<file path="src/rtl/mux_scanner.sv">
// mux_scanner: steps a 4-bit select through channels 0..15 in front of a
// 16:1 multiplexer. On each channel it waits SETTLE idle cycles and then
// samples the multiplexer output for one cycle. The 16 samples form one word,
// which is offered downstream on a valid/ready handshake.
//
// Optional feature: define MUX_SCANNER_CONTINUOUS_EN to rescan immediately
// after every handshake instead of returning to IDLE. Only rst stops it.
module mux_scanner #(
    parameter int SETTLE = 2
) (
    input  logic        clk,
    input  logic        rst,
    input  logic        start,
    input  logic        mux_out,
    input  logic        ready,
    output logic [3:0]  sel,
    output logic [15:0] data,
    output logic        valid,
    output logic        busy
);

    typedef enum logic [1:0] {
        S_IDLE   = 2'd0,
        S_SETTLE = 2'd1,
        S_SAMPLE = 2'd2,
        S_HOLD   = 2'd3
    } state_t;

    // Counter reload for a new channel. With no settle time the counter is
    // never consulted, so zero is loaded instead of letting SETTLE-1 wrap.
    localparam logic [3:0] CNT_RELOAD = (SETTLE == 0) ? 4'd0 : 4'(SETTLE - 1);

    // First state spent on a freshly selected channel.
    localparam state_t CH_FIRST = (SETTLE == 0) ? S_SAMPLE : S_SETTLE;

    state_t      state_q, state_d;
    logic [3:0]  sel_q, sel_d;
    logic [3:0]  cnt_q, cnt_d;
    logic [15:0] shadow_q, shadow_d;
    logic [15:0] data_q, data_d;
    logic        valid_q, valid_d;

    // State register: all sequential state, cleared by synchronous reset.
    always_ff @(posedge clk) begin
        if (rst) begin
            state_q  <= S_IDLE;
            sel_q    <= 4'd0;
            cnt_q    <= 4'd0;
            shadow_q <= 16'd0;
            data_q   <= 16'd0;
            valid_q  <= 1'b0;
        end else begin
            state_q  <= state_d;
            sel_q    <= sel_d;
            cnt_q    <= cnt_d;
            shadow_q <= shadow_d;
            data_q   <= data_d;
            valid_q  <= valid_d;
        end
    end

    // Next-state logic: channel sequencing, settle countdown and word capture.
    always_comb begin
        state_d  = state_q;
        sel_d    = sel_q;
        cnt_d    = cnt_q;
        shadow_d = shadow_q;
        data_d   = data_q;
        valid_d  = valid_q;

        case (state_q)
            S_IDLE: begin
                if (start) begin
                    state_d = CH_FIRST;
                    sel_d   = 4'd0;
                    cnt_d   = CNT_RELOAD;
                end
            end

            S_SETTLE: begin
                // sel is left untouched so the mux output can settle.
                if (cnt_q == 4'd0) begin
                    state_d = S_SAMPLE;
                end else begin
                    cnt_d = cnt_q - 4'd1;
                end
            end

            S_SAMPLE: begin
                shadow_d[sel_q] = mux_out;
                if (sel_q != 4'd15) begin
                    sel_d   = sel_q + 4'd1;
                    cnt_d   = CNT_RELOAD;
                    state_d = CH_FIRST;
                end else begin
                    // Bit 15 bypasses the shadow so the word is complete
                    // on the same edge that ends the last sample.
                    data_d  = {mux_out, shadow_q[14:0]};
                    valid_d = 1'b1;
                    sel_d   = 4'd0;
                    state_d = S_HOLD;
                end
            end

            S_HOLD: begin
                if (valid_q && ready) begin
                    valid_d = 1'b0;
`ifdef MUX_SCANNER_CONTINUOUS_EN
                    sel_d   = 4'd0;
                    cnt_d   = CNT_RELOAD;
                    state_d = CH_FIRST;
`else
                    state_d = S_IDLE;
`endif
                end
            end

            default: begin
                state_d = S_IDLE;
            end
        endcase
    end

    // Output logic: registered values straight out, busy decoded from state.
    always_comb begin
        sel   = sel_q;
        data  = data_q;
        valid = valid_q;
        busy  = (state_q != S_IDLE);
    end

endmodule
</file>
<file path="config.mk">
export PLATFORM = sky130hd
export DESIGN_NAME = mux_scanner
export DESIGN_NICKNAME = d
export VERILOG_FILES = /design/src/rtl/mux_scanner.sv
export SDC_FILE = /design/constraint.sdc
export NUM_CORES = 1
export LEC_CHECK = 0
export BUFFER_PORTS_ARGS = -buffer_cell sky130_fd_sc_hd__buf_2
export CAP_MARGIN = 40
export CELL_PAD_IN_SITES_DETAIL_PLACEMENT = 0
export CELL_PAD_IN_SITES_GLOBAL_PLACEMENT = 1
export CORE_AREA = 3 3 76 78
export DETAILED_ROUTE_END_ITERATION = 8
export DIE_AREA = 0 0 79 81
export GPL_TIMING_DRIVEN = 1
export PLACE_DENSITY = 0.7
export SKIP_CTS_REPAIR_TIMING = 1
export SLEW_MARGIN = 5
export SYNTH_ARGS = -nofsm -noshare
export SYNTH_HDL_FRONTEND = slang
export SYNTH_SLANG_ARGS = --single-unit
</file>
<file path="constraint.sdc">
create_clock -name clk -period 1.3 [get_ports clk]
set_input_delay 0 -clock clk [delete_from_list [all_inputs] [get_ports clk]]
set_output_delay 0 -clock clk [all_outputs]
set_load 0.02 [all_outputs]
</file>
# Yosys cells after proc, flatten, opt, wreduce, memory -nomap -nowiden
# Cells that the tools add are included.
[totals]
regBits = 43
latch_bits = 0
ram_bits = 0
rom_bits = 0
wordCells = 52
memories = 0
[op_classes]
add_sub_neg = 2
n_mul = 0
div = 0
order_cmp = 2
eq_ne = 10
n_shift = 0
mux = 18
bitwise_logic = 1
reduce_logical = 13
[ops]
columns = ["operator", "count"]
rows = [
  ["4-bit two-way mux", 5],
  ["16-bit bitwise mux", 1],
  ["2-bit inequality test (second input constant)", 6],
  ["4-bit case mux with 3 select lines", 1],
  ["2-bit two-way mux", 4],
  ["2-bit case mux with 4 select lines", 1],
  ["4-bit case mux with 2 select lines", 1],
  ["3-bit AND reduction", 2],
  ["2-bit nonzero test", 3],
  ["4-bit by 5-bit less-than comparator with 1-bit output (second input constant)", 1],
  ["4-bit by 1-bit adder with 4-bit output (second input constant)", 1],
  ["1-bit demux with 4-bit select", 1],
  ["2-bit == test (second input constant)", 2],
  ["4-bit by 1-bit greater-or-equal comparator with 1-bit output (second input constant)", 1],
  ["4-bit zero test", 1],
  ["4-bit inequality test (second input constant)", 1],
  ["2-bit AND reduction", 2],
  ["4-bit AND reduction", 1],
  ["4-bit by 1-bit subtractor with 4-bit output (second input constant)", 1],
  ["1-bit two-way mux", 3],
  ["3-bit nonzero test", 1],
  ["2-bit by 1-bit == test with 1-bit output (second input constant)", 1],
  ["1-bit logical AND", 2],
  ["2-bit zero test", 1],
  ["2 further kinds", 2],
]

# Longest topological paths before layout
# Gate-level depths: netlist of the first run.
[depth]
depth_word = 5
ltp_mapped = 6
depth_no_buf = 5

# Least setup slack after synthesis of the first run
# Ideal clock, no wire load.
[synth_path]
path_type = "reg2reg"
from = "reg sel_q[1] (netlist: sel[1])"
to = "reg data_q[15] (netlist: data[15])"
setup_ns = 0.071
arrival_ns = 1.465
required_time_ns = 1.229
slack_ns = -0.236
stages_incl_launch_ff = 7
period_less_slack_ns = 1.536
cell_sequence = "dfxtp_1 > ha_1 > and4b_2 > buf_4 > buf_4 > nand3_1 > a21oi_1"
[synth_via]
elab_chain_cells = 3
[synth_lines]
columns = ["element", "line_no", "text"]
rows = [
  ["from (decl)", "37", "logic [3:0] sel_q, sel_d;"],
  ["from (signal assigned)", "54", "sel_q <= sel_d;"],
  ["4-bit inequality test", "91", "if (sel_q != 4'd15) begin"],
  ["1-bit inverter (no line)", "--", ""],
  ["2-bit AND reduction (no line)", "--", ""],
  ["to (signal assigned)", "57", "data_q <= data_d;"],
  ["to (decl)", "40", "logic [15:0] data_q, data_d;"],
]
# Every way passes these cells.
# A chain may end at the register's enable or synchronous reset.

# Final worst setup path of the first run
[layout_path]
from = "reg cnt_q[1]"
to = "reg state_q[1]"
[layout_via]
elab_chain_cells = 3
[layout_lines]
columns = ["element", "line_no", "text"]
rows = [
  ["from (decl)", "38", "logic [3:0] cnt_q, cnt_d;"],
  ["from (signal assigned)", "55", "cnt_q <= cnt_d;"],
  ["4-bit zero test", "82", "if (cnt_q == 4'd0) begin"],
  ["2-bit inequality test (no line)", "--", ""],
  ["3-bit AND reduction (no line)", "--", ""],
  ["to (signal assigned)", "53", "state_q <= state_d;"],
  ["to (decl)", "36", "state_t state_q, state_d;"],
]
# Every way passes these cells.

==> summary.md, run 1 <==
| Metric | Value |
|---|---|
| Status | `complete, but fails checks` |
| Failing checks | `negative setup slack` |
| CTS H-tree depth | `2` |
| Clk sink count | `42` |
| Tcrit/Tclk final | `109%` |
| Xor-xnor portion of the synthesized cell area | `0%` |
| Final WL | `4.63 mm` |
| Post-synthesis sequential area ratio | `43.1%` |
| Post-synth top area share | `43.1%` |
| Slew @ Worst Pin | `331 ps` |
| Post-DR vias/cell | `5.23` |
| Detailed-route DRC error count | `0` |
| Syn Inst Count | `234` |
| Grt total ovfl | `0` |
| Die H | `81 um` |
| Num rows | `26` |
| EDFF count, synth | `0` |
| Leakage | `0.931 nW` |
| Unrepaired setup endpoints after global routing | `yes` |
| Max_cap viols | `0` |
| Drt pass-1 iters | `4` |
| Simple-Gate Fraction of Synth Area | `21.7%` |
| Layout Area Growth over Synthesis | `26.6%` |
| Ys async rst share | `0%` |
| Critical Path RT | `1530 ps` |
| Worst-Skew Late Latency | `290 ps` |
| Cell variety after synth | `38` |
| Area of the core | `5140 um^2` |
| Final max-slew violation count | `0` |
| Largest family of logic cells by synthesized area | `compound AO/OA/AOI/OAI gates` |
| Antenna violations before repair | `0` |
| Tot Pwr | `0.00269 W` |
| Mapped Nets | `246` |
| Global Route Usage Sum | `16.0%` |
| Drt wl/cell | `13.4 um` |
| CTS Root Cell | `clkbuf_8` |
| Worst Skew | `6.31 ps` |
| Final hold violations | `0` |
| Max clock buf depth | `2` |
| Routability cong. | `0.806` |
| Die area | `6400 um^2` |
| Synth Area in Compound Gates | `23.3%` |
| Initial core utilization | `38.0%` |
| Crit path DAT | `1650 ps` |
| Max_slew headroom | `77.9%` |
| Placed insts | `334` |
| Layout Cells excl Fill | `345` |
| Post-Synth Adder-Cell Area | `4.49%` |
| Die width | `79 um` |
| Mapped Avg Cell Area | `8.34 um^2` |
| Nets@finish | `286` |
| PD cells | `1090 nW/um^2` |
| Yosys Warn Count | `0` |
| Largest area contributor in the netlist | `dfxtp_1` |
| Yosys reg bits | `42` |
| Critical path class | `flop to flop` |
| Area contributors post-synth | `dfxtp_1 43%, a21oi_1 9.2%, o21ai_0 8.5%` |
| Vias in the first global route | `1735` |
| Post-synthesis mux area share | `0.513%` |
| Worst path max stage delay | `400 ps` |
| Largest net degree at the start of global routing | `32` |
| Post-Syn Area | `1950 um^2` |
| FMAX | `703 MHz` |
| Worst setup margin | `-123 ps` |
| Worst Path Max Fanout | `4` |
| Clock period minus worst slack | `1420 ps` |
| ANT cells | `0` |
| R2R Setup Slk | `-120 ps` |
| Share of post-route cells with drive strength above 1 | `30.2%` |
| CTS Buf Count | `5` |
| Io pins | `27` |
| Worst min-delay path class | `input pin to flop` |
| Primary FF master, synth | `dfxtp_1` |
| Crit. End Element | `flop` |
| First-pass GRT wire length | `8.17 mm` |
| CP Launch Type | `flop` |
| CTS clk-pin slew, worst paths | `80 ps` |
| Peak VDD IR | `0.484 mV` |
| Iteration-0 DRC count of the detailed router | `125` |
| Critical Path, Cell by Cell | `inv_2 > ha_4 > or3b_4 > a211o_1 > a21oi_2` |
| Routed Antenna Nets | `0` |
| Critical-path top delay cell | `or3b_4` |
| CTS tree | `yes` |
| DP HPWL | `3.23 mm` |
| Via count | `1805` |
| Port bufs | `26` |
| Final setup vio count | `5` |
final timing paths:
| path | startpoint | to | cells after the start |
|---|---|---|---|
| min | rst | state_q[1]$_SDFFE_PP0P_ | 2 |
| min reg2reg | shadow_q[14]$_SDFFE_PP0P_ | data[14]$_SDFFE_PP0P_ | 2 |
| max reg2reg | cnt_q[1]$_SDFFE_PP0P_ | state_q[1]$_SDFFE_PP0P_ | 5 |
| max | cnt_q[1]$_SDFFE_PP0P_ | state_q[1]$_SDFFE_PP0P_ | 5 |
where the power goes:
| group | leakage [nW] | internal [W] | switching (W) |
|---|---|---|---|
| clock network | 0.0557 | 0.000575 | 0.000456 |
| logic | 0.533 | 0.000149 | 0.000190 |
| registers | 0.343 | 0.00130 | 0.0000181 |
worst max-delay path, delay by kind of cell (launching register included):
kind	cells	cell delay [ps]
AND/OR/NAND/NOR	1	400
buffers and inverters	1	70
flip-flops	1	330
AO/OA/AOI/OAI	2	430
adder cells (fa/ha/maj)	1	130
kinds of logic after synthesis:
kind of cell | Yosys count
AO/OA/AOI/OAI | 82
adder cells (fa/ha/maj) | 7
buffers and inverters | 28
flip-flops | 42
multiplexers | 1
AND/OR/NAND/NOR | 74
placed cells by master (no fill, tap or decap), types with 2 or more instances in the layout:
| cell type | instances |
|---|---|
| nor2b_1 | 3 |
| nand4_1 | 17 |
| nand3b_1 | 4 |
| clkbuf_8 | 5 |
| dfxtp_4 | 3 |
| o21ai_1 | 24 |
| nand3_1 | 20 |
| a31oi_1 | 2 |
| buf_2 | 26 |
| buf_6 | 2 |
| a21oi_1 | 36 |
| nand2_1 | 10 |
| a221o_1 | 2 |
| nor2_1 | 5 |
| inv_1 | 4 |
| ha_1 | 2 |
| dfxtp_1 | 35 |
| o21ai_0 | 9 |
| ha_4 | 4 |
| buf_4 | 24 |
| nand2b_1 | 4 |
| inv_2 | 4 |
| dfxtp_2 | 4 |
state kept, by name, indices dropped and copies added (netlist names):
signal    flops
shadow_q     15
state_q       2
cnt_q         4
valid         1
data         16
sel           4
per-layer routing:
layer,vias up,track usage [%],share of wire [%]
li1,930,-,-
met1,834,20.5,48
met2,32,26.7,47
met3,9,3.22,4.0
met4,0,5.67,1.6
met5,-,0,0
cells in the mapped netlist (2+ instances only):
| master | instances |
|---|---|
| nand3_1 | 20 |
| nand2_1 | 10 |
| buf_4 | 4 |
| nand2b_1 | 4 |
| a21oi_1 | 36 |
| inv_1 | 8 |
| nand4_1 | 17 |
| o21ai_0 | 33 |
| nor2_1 | 5 |
| a221o_1 | 2 |
| buf_2 | 6 |
| a31oi_1 | 2 |
| dfxtp_1 | 42 |
| ha_1 | 7 |
| nor2b_1 | 3 |
| clkbuf_1 | 9 |
| nand3b_1 | 4 |
| a22oi_1 | 2 |
layout make-up:
class	instances	area, um^2
inverter	8	30.0
tap	70	87.6
multi-input combinational	164	1030
timing repair buffer	53	353
clock inverter	2	36.3
sequential	42	857
fill	542	2670
clock buffer	6	72.6
per-stage QoR:
| step | cell area, um^2 | setup TNS (ps) | hold WS, ps | setup slack [ps] | util (%) |
|---|---|---|---|---|---|
| after global placement | 2300 | -216 | 351 | -47.8 | 44.7 |
| after CTS | 2400 | -685 | 36.6 | -103 | 46.8 |
| final | 2470 | -309 | 41.2 | -123 | 48.1 |
| after global routing | 2470 | -950 | 48.1 | -185 | 48.1 |
| after floorplan | 1990 | -35.1 | 212 | -22.9 | - |
| after detailed placement | 2300 | -262 | 353 | -87.7 | 44.7 |
Power figures use the tool's default switching activity.
==> inputs of run 2 (changes only) <==
==> constraint.sdc (replaced) <==
create_clock -name clk -period 1.3 [get_ports clk]
set_input_delay 0 -clock clk [delete_from_list [all_inputs] [get_ports clk]]
set_output_delay 0 -clock clk [all_outputs]
set_load 0.05 [all_outputs]
==> run 2 against run 1 <==
Against the previous run:
- the flow still finishes with violations (negative setup slack)
- sequential cell count is the same
- critical path depth is the same
- combinational power up 14%
- via count rose by 2.3%
- first-iteration DRC count is 10% higher
- count of clock-buffer cells in the layout is 1 lower
- clock power shrank 17%
- wire length is 16% higher
- sequential power about the same
- fmax rose by 2.5%
- die area is the same
- final area increased by 10%
==> summary.md, run 2 (synthesis results as in run 1) <==
| Metric | Value |
|---|---|
| Iteration-0 DRC count of the detailed router | `138 (+10%)` |
| Worst Path Max Fanout | `4 (unchanged)` |
| Crit. Startpoint | `cnt_q[1]$_SDFFE_PP0P_` |
| Largest register FFs | `16 (unchanged)` |
| Largest net degree at the start of global routing | `33 (+3.1%)` |
| Global Route Usage Sum | `16.2% (+0.25 points)` |
| R2r startpoint | `cnt_q[1]$_SDFFE_PP0P_` |
| Hold path startpoint | `rst` |
| Cell area after layout | `2720 um^2 (+10%)` |
| Share of post-route cells with drive strength above 1 | `40.7% (+11 points)` |
| Die width | `79 um (unchanged)` |
| Status | `complete, but fails checks` |
| Clock period minus worst slack | `1390 ps (-35.0 ps)` |
| Initial core utilization | `38.0% (unchanged)` |
| Crit-path leading delay family | `simple AND/OR/NAND/NOR gates` |
| Most frequent cells in the layout | `34 x dfxtp_1, 28 x o21ai_1, 26 x a21oi_1` |
| Final max-slew violation count | `0 (unchanged)` |
| FMAX | `720 MHz (+2.5%)` |
| Worst min-delay path class | `input pin to flop` |
| CTS clk-pin slew, worst paths | `80 ps (about the same)` |
| Sw frac | `28.3% (+3.6 points)` |
| Worst-Skew Late Latency | `300 ps (about the same)` |
| DP HPWL | `3.26 mm (+0.86%)` |
| Final core occ | `52.9% (+4.8 points)` |
| Vias in the first global route | `1647 (-5.1%)` |
| Area of the core | `5140 um^2 (unchanged)` |
| Final hold violations | `0 (unchanged)` |
| Leakage | `0.969 nW (+4.0%)` |
| CTS tree | `yes` |
| Critical path class | `flop to flop` |
| Layout Cells excl Fill | `350 (+1.4%)` |
| Placed insts | `330 (-1.2%)` |
| Nets@finish | `291 (+1.7%)` |
| Int Pwr | `0.00183 W (-9.6%)` |
| Comb pwr share | `15.1% (+2.5 points)` |
| Max_slew headroom | `73.5% (-4.4 points)` |
| Post-DR vias/cell | `5.27 (+0.81%)` |
| Die area | `6400 um^2 (unchanged)` |
| CTS H-tree depth | `2 (unchanged)` |
| Max clock buf depth | `2 (unchanged)` |
| Placed cell areas | `2270 um^2 (-0.98%)` |
| R2r endpoint | `cnt_q[1]$_SDFFE_PP0P_` |
| Peak VDD IR | `0.580 mV (+20%)` |
| Routability cong. | `0.743 (-7.8%)` |
| Final WL | `5.35 mm (+16%)` |
| Critical Path, Cell by Cell | `inv_2 > ha_4 > or3b_4 > a22oi_2 > mux2i_1` |
| Grt total ovfl | `0 (unchanged)` |
| Worst path depth | `5 (unchanged)` |
| Layout Area Growth over Synthesis | `39.3%` |
| Cell depth of the worst flop-to-flop path | `5 (unchanged)` |
| Worst setup path endpoint | `cnt_q[1]$_SDFFE_PP0P_` |
| Final setup vio count | `22 (+17)` |
| Drt pass-1 iters | `4 (unchanged)` |
| Crit path DAT | `1620 ps (-30 ps)` |
| Sequential power share | `51.6% (+2.5 points)` |
| Failing checks | `negative setup slack` |
| Commonest non-fill, non-tap cell in the layout | `dfxtp_1` |
| Worst setup margin | `-88.0 ps (+35.0 ps)` |
| Crit. End Element | `flop` |
| First-pass GRT wire length | `8.05 mm (-1.4%)` |
| Worst Skew | `6.61 ps (+0.305 ps)` |
| CTS Buf Count | `5 (unchanged)` |
| Critical Path RT | `1530 ps (about the same)` |
| Routed Antenna Nets | `0 (unchanged)` |
| Detailed-route DRC error count | `0 (unchanged)` |
| Clock power share | `33.3% (-5.0 points)` |
| Via count | `1846 (+2.3%)` |
| Die H | `81 um (unchanged)` |
| Unrepaired setup endpoints after global routing | `yes` |
| Worst path max stage delay | `400 ps (about the same)` |
| PD cells | `941 nW/um^2 (-14%)` |
| CP Launch Type | `flop` |
| Slew @ Worst Pin | `397 ps (+66.4 ps)` |
| Port bufs | `26 (unchanged)` |
| Worst hold path depth | `2 (unchanged)` |
| CTS Root Cell | `clkbuf_8` |
| Tcrit/Tclk final | `107% (-2.7 points)` |
| ANT cells | `0 (unchanged)` |
| Io pins | `27 (unchanged)` |
| P_sw | `0.000725 W (+9.1%)` |
| Antenna violations before repair | `0 (unchanged)` |
| Drt wl/cell | `15.3 um (+14%)` |
| Clk sink count | `42 (unchanged)` |
| R2R Setup Slk | `-90 ps (+40 ps)` |
| Max_cap viols | `0 (unchanged)` |
| Critical-path top delay cell | `or3b_4` |
| Num rows | `26 (unchanged)` |
| Crit path buf inv count | `1 (unchanged)` |
| Worst Hold Slack | `18.9 ps (-22.2 ps)` |
==> run 2: cell types whose count changed in the layout (fill, tap and decap cells not counted), sizes merged <==
| cell | previous run | this run |
|---|---|---|
| and2b | 2 | 3 |
| bufinv | 1 | 0 |
| clkbuf | 6 | 9 |
| clkinv | 0 | 2 |
| clkinvlp | 0 | 1 |
| inv | 9 | 8 |
==> run 2: layer usage <==
layer,track usage (%),up-vias,part of all wire (%)
met5,0,-,0
met4,5.67,0,1.2
met3,3.99,5,3.9
met2,26.2,33,48
met1,21.2,864,47
li1,-,944,-
==> run 2: power groups by stage <==
stage / clock network (W) / registers (W) / logic (W)
floorplan: 0 / 0.00136 / 0.000230
global route: 0.000937 / 0.00132 / 0.000423
global placement: 0 / 0.00135 / 0.000333
finish: 0.000852 / 0.00132 / 0.000387
CTS: 0.000879 / 0.00132 / 0.000335
detailed placement: 0 / 0.00135 / 0.000335
==> run 2: through the flow <==
| stage | power, W | worst slack, ps | setup TNS (ps) |
|---|---|---|---|
| floorplan | 0.00159 | -49.5 | -560 |
| global placement | 0.00169 | -48.3 | -261 |
| detailed placement | 0.00169 | -81.0 | -459 |
| CTS | 0.00254 | -158 | -902 |
| global route | 0.00268 | -150 | -2830 |
| finish | 0.00256 | -88.0 | -971 |
==> run 2: how the worst min path moves through the flow <==
stage | end | slack (ps)
final | state_q[1]$_SDFFE_PP0P_ | 20
after global routing | state_q[1]$_SDFFE_PP0P_ | 30
after CTS | state_q[1]$_SDFFE_PP0P_ | 20
after detailed placement | state_q[1]$_SDFFE_PP0P_ | 350
after global placement | state_q[1]$_SDFFE_PP0P_ | 350
after floorplan | valid$_SDFFE_PP0P_ | 210
==> run 2: worst register-to-register path: stages, from the launching register on <==
cell	delay [ps]
dfxtp_2	330
inv_2	70
ha_4	130
or3b_4	400
a22oi_2	210
mux2i_1	190
==> run 2: area by class of cell <==
| class | count | area [um^2] |
|---|---|---|
| flip-flops and latches | 42 | 863 |
| fillers | 529 | 2420 |
| clock buffers | 5 | 68.8 |
| inverters | 8 | 35.0 |
| well taps | 70 | 87.6 |
| repair buffers | 57 | 429 |
| clock inverters | 3 | 21.3 |
| multi-input cells | 165 | 1210 |
==> inputs of run 3 (changes only) <==
--- a/config.mk
+++ b/config.mk
@@ -5,6 +5,7 @@
 export SDC_FILE = /design/constraint.sdc
 export NUM_CORES = 1
 export LEC_CHECK = 0
+export ABC_AREA = 1
 export BUFFER_PORTS_ARGS = -buffer_cell sky130_fd_sc_hd__buf_2
 export CAP_MARGIN = 40
 export CELL_PAD_IN_SITES_DETAIL_PLACEMENT = 0
@@ -13,7 +14,7 @@
 export DETAILED_ROUTE_END_ITERATION = 8
 export DIE_AREA = 0 0 79 81
 export GPL_TIMING_DRIVEN = 1
-export PLACE_DENSITY = 0.7
+export PLACE_DENSITY = 0.71
 export SKIP_CTS_REPAIR_TIMING = 1
 export SLEW_MARGIN = 5
 export SYNTH_ARGS = -nofsm -noshare
==> run 3 against run 2 <==
Against the previous run:
- the run now ends clean
- via count is 9.8% lower
- clock skew down 3.7 ps
- die area is the same
- hold slack improved by 93 ps
- fmax up 14%
- sequential power is 5% higher
- combinational power up 46%
- sequential cell count unchanged
- power grew 8.7%
- sequential share of layout area increased by 5.0 points
- largest cell class unchanged
==> summary.md, run 3 <==
| Metric | Value |
|---|---|
| Area of the core | `5140 um^2 (unchanged)` |
| Hold Path End | `shadow_q[10]$_SDFFE_PP0P_` |
| Io pins | `27 (unchanged)` |
| Iteration-0 DRC count of the detailed router | `48 (-65%)` |
| Drt pass-1 iters | `4 (unchanged)` |
| Grt total ovfl | `0 (unchanged)` |
| Cell depth of the worst flop-to-flop path | `7 (+2)` |
| Ys async rst share | `0% (unchanged)` |
| CTS clk-pin slew, worst paths | `80 ps (about the same)` |
| Yosys Warn Count | `0 (unchanged)` |
| Share of post-route cells with drive strength above 1 | `25.5% (-15 points)` |
| CTS Buf Count | `5 (unchanged)` |
| Initial core utilization | `37.2% (-0.73 points)` |
| Commonest non-fill, non-tap cell in the layout | `nor2_1` |
| Post-synth top area share | `44.0% (+0.85 points)` |
| Leakage | `1.11 nW (+15%)` |
| Die H | `81 um (unchanged)` |
| Final WL | `4.25 mm (-21%)` |
| Synth Area in Compound Gates | `15.4% (-7.8 points)` |
| Slew @ Worst Pin | `395 ps (-1.63 ps)` |
| Final max-slew violation count | `0 (unchanged)` |
| Largest net degree at the start of global routing | `21 (-36%)` |
| Global Route Usage Sum | `14.4% (-1.8 points)` |
| Max_slew headroom | `73.6% (+0.080 points)` |
| Die width | `79 um (unchanged)` |
| Post-Synth Adder-Cell Area | `4.58% (+0.088 points)` |
| Worst min-delay path class | `input pin to flop` |
| Status | `complete, no violations` |
| Yosys reg bits | `42 (unchanged)` |
| Area contributors post-synth | `dfxtp_1 44%, o21ai_0 8.9%, nor2_1 8.8%` |
| EDFF count, synth | `0 (unchanged)` |
| Worst Skew | `2.87 ps (-3.74 ps)` |
| Primary FF master, synth | `dfxtp_1` |
| Routability cong. | `0.786 (+5.8%)` |
| Port bufs | `26 (unchanged)` |
| Max_cap viols | `0 (unchanged)` |
| Xor-xnor portion of the synthesized cell area | `0% (unchanged)` |
| Antenna violations before repair | `0 (unchanged)` |
| Post-synthesis sequential area ratio | `44.0% (+0.85 points)` |
| Filler Cell Count | `569 (+7.6%)` |
| CP Launch Type | `flop` |
| Peak VDD IR | `0.695 mV (+20%)` |
| Cell area after layout | `2330 um^2 (-14%)` |
| Max clock buf depth | `2 (unchanged)` |
| Post-DR vias/cell | `4.63 (-12%)` |
| Routed Antenna Nets | `0 (unchanged)` |
| R2r endpoint | `data[6]$_SDFFE_PP0P_` |
| Drt wl/cell | `11.8 um (-23%)` |
| Largest family of logic cells by synthesized area | `simple AND/OR/NAND/NOR gates` |
| CTS Root Cell | `clkbuf_8` |
| Simple-Gate Fraction of Synth Area | `27.2% (+5.5 points)` |
| PD cells | `1200 nW/um^2 (+27%)` |
| Detailed-route DRC error count | `0 (unchanged)` |
| Clk sink count | `42 (unchanged)` |
| Layout Area Growth over Synthesis | `21.6%` |
| Crit. End Element | `flop` |
| Crit path DAT | `1410 ps (-210 ps)` |
| Cell variety after synth | `20 (-47%)` |
| Critical Path RT | `1490 ps (-40 ps)` |
| DP HPWL | `3.04 mm (-6.6%)` |
| Worst Path Max Fanout | `16 (+12)` |
| Syn Inst Count | `255 (+9.0%)` |
| R2r startpoint | `sel[0]$_SDFFE_PP0P_` |
| Worst hold path depth | `3 (+1)` |
| Tot Pwr | `0.00278 W (+8.7%)` |
| Most frequent cells in the layout | `39 x nor2_1, 37 x dfxtp_1, 34 x o21ai_0` |
| Placed cell areas | `2180 um^2 (-4.1%)` |
| Clock period minus worst slack | `1220 ps (-171 ps)` |
| Worst-Skew Late Latency | `290 ps (about the same)` |
| Critical path class | `flop to flop` |
| Mapped Nets | `267 (+8.5%)` |
| Post-Syn Area | `1910 um^2 (-1.9%)` |
| Post-synthesis mux area share | `0% (-0.51 points)` |
| Hold path startpoint | `mux_out` |
| Largest area contributor in the netlist | `dfxtp_1` |
| Die area | `6400 um^2 (unchanged)` |
| Via count | `1665 (-9.8%)` |
| Final setup vio count | `0 (-100%)` |
| FMAX | `821 MHz (+14%)` |
| Mapped Avg Cell Area | `7.50 um^2 (-10%)` |
| Num rows | `26 (unchanged)` |
| Largest register FFs | `16 (unchanged)` |
| CTS tree | `yes` |
| Tcrit/Tclk final | `93.6% (-13 points)` |
| Nets@finish | `301 (+3.4%)` |
| R2R Setup Slk | `80 ps (+170 ps)` |
| Vias in the first global route | `1551 (-5.8%)` |
| Top post-synthesis cells by count | `45 x nor2_1, 42 x dfxtp_1, 34 x o21ai_0` |
| Most common cell in the synthesized netlist | `nor2_1` |
| ANT cells | `0 (unchanged)` |
| CTS H-tree depth | `2 (unchanged)` |
| Final hold violations | `0 (unchanged)` |
| First-pass GRT wire length | `7.30 mm (-9.3%)` |
## run 3: final cells by class
type	instances	area, um^2	share of cell area (%)
Clock inverter	2	13.8	0.592
Clock buffer	6	72.6	3.12
Timing Repair Buffer	36	258	11.1
Multi-Input combinational cell	177	936	40.2
Sequential cell	42	855	36.7
Inverter	27	104	4.46
Tap cell	70	87.6	3.77
## run 3: critical path: stages, from the launching register on
cell and delay (ps):
dfxtp_4 390, ha_4 150, inv_1 70, nor2_4 120, nand2_4 80, buf_12 160
nor2_1 100, nor2_1 50
## run 3: how the worst max path moves through the flow
| stage | slack, ps | cells past startpoint | from | end |
|---|---|---|---|---|
| 3_3_place_gp | 90 | 7 | sel[0]$_SDFFE_PP0P_ | data[0]$_SDFFE_PP0P_ |
| 6_report | 80 | 7 | sel[0]$_SDFFE_PP0P_ | data[6]$_SDFFE_PP0P_ |
| 2_1_floorplan | 30 | 6 | sel[2]$_SDFFE_PP0P_ | shadow_q[4]$_SDFFE_PP0P_ |
| 5_1_grt | -1 | 6 | sel[0]$_SDFFE_PP0P_ | shadow_q[4]$_SDFFE_PP0P_ |
| 4_1_cts | 50 | 7 | sel[0]$_SDFFE_PP0P_ | data[0]$_SDFFE_PP0P_ |
| 3_5_place_dp | 70 | 7 | sel[0]$_SDFFE_PP0P_ | data[0]$_SDFFE_PP0P_ |
## run 3: through the flow
stage	setup TNS (ps)	utilization, %	std cells	hold WS [ps]	setup slack [ps]
4_1_cts	0	44.1	357	-19.1	51.2
6_report	0	45.3	360	112	82.6
2_1_floorplan	0	-	255	182	30.9
3_3_place_gp	0	42.4	349	292	87.0
3_5_place_dp	0	42.4	349	294	65.8
5_1_grt	-1.12	45.3	360	118	-1.12
## run 3: power by group
part / switching, W / internal, W
clock network: 0.000458 / 0.000379
registers: 0.0000431 / 0.00134
logic: 0.000371 / 0.000194
total: 0.000871 / 0.00191
## run 3: cell families (layout without fill, tap and decap cells)
group                      Yosys count  after routing
DFF                                 42             42
and+or+nand+nor                    111            111
buffers and inverters               36             71
AOI/OAI and AO/OA                   59             59
adders and majority gates            7              7
## run 3: routing by layer
layer	part of all wire (%)	global-route usage [%]	vias up
met3	4.0	3.99	5
met2	44	22.3	24
met4	1.2	4.12	0
met5	0	0	-
li1	-	-	895
met1	51	19.7	741
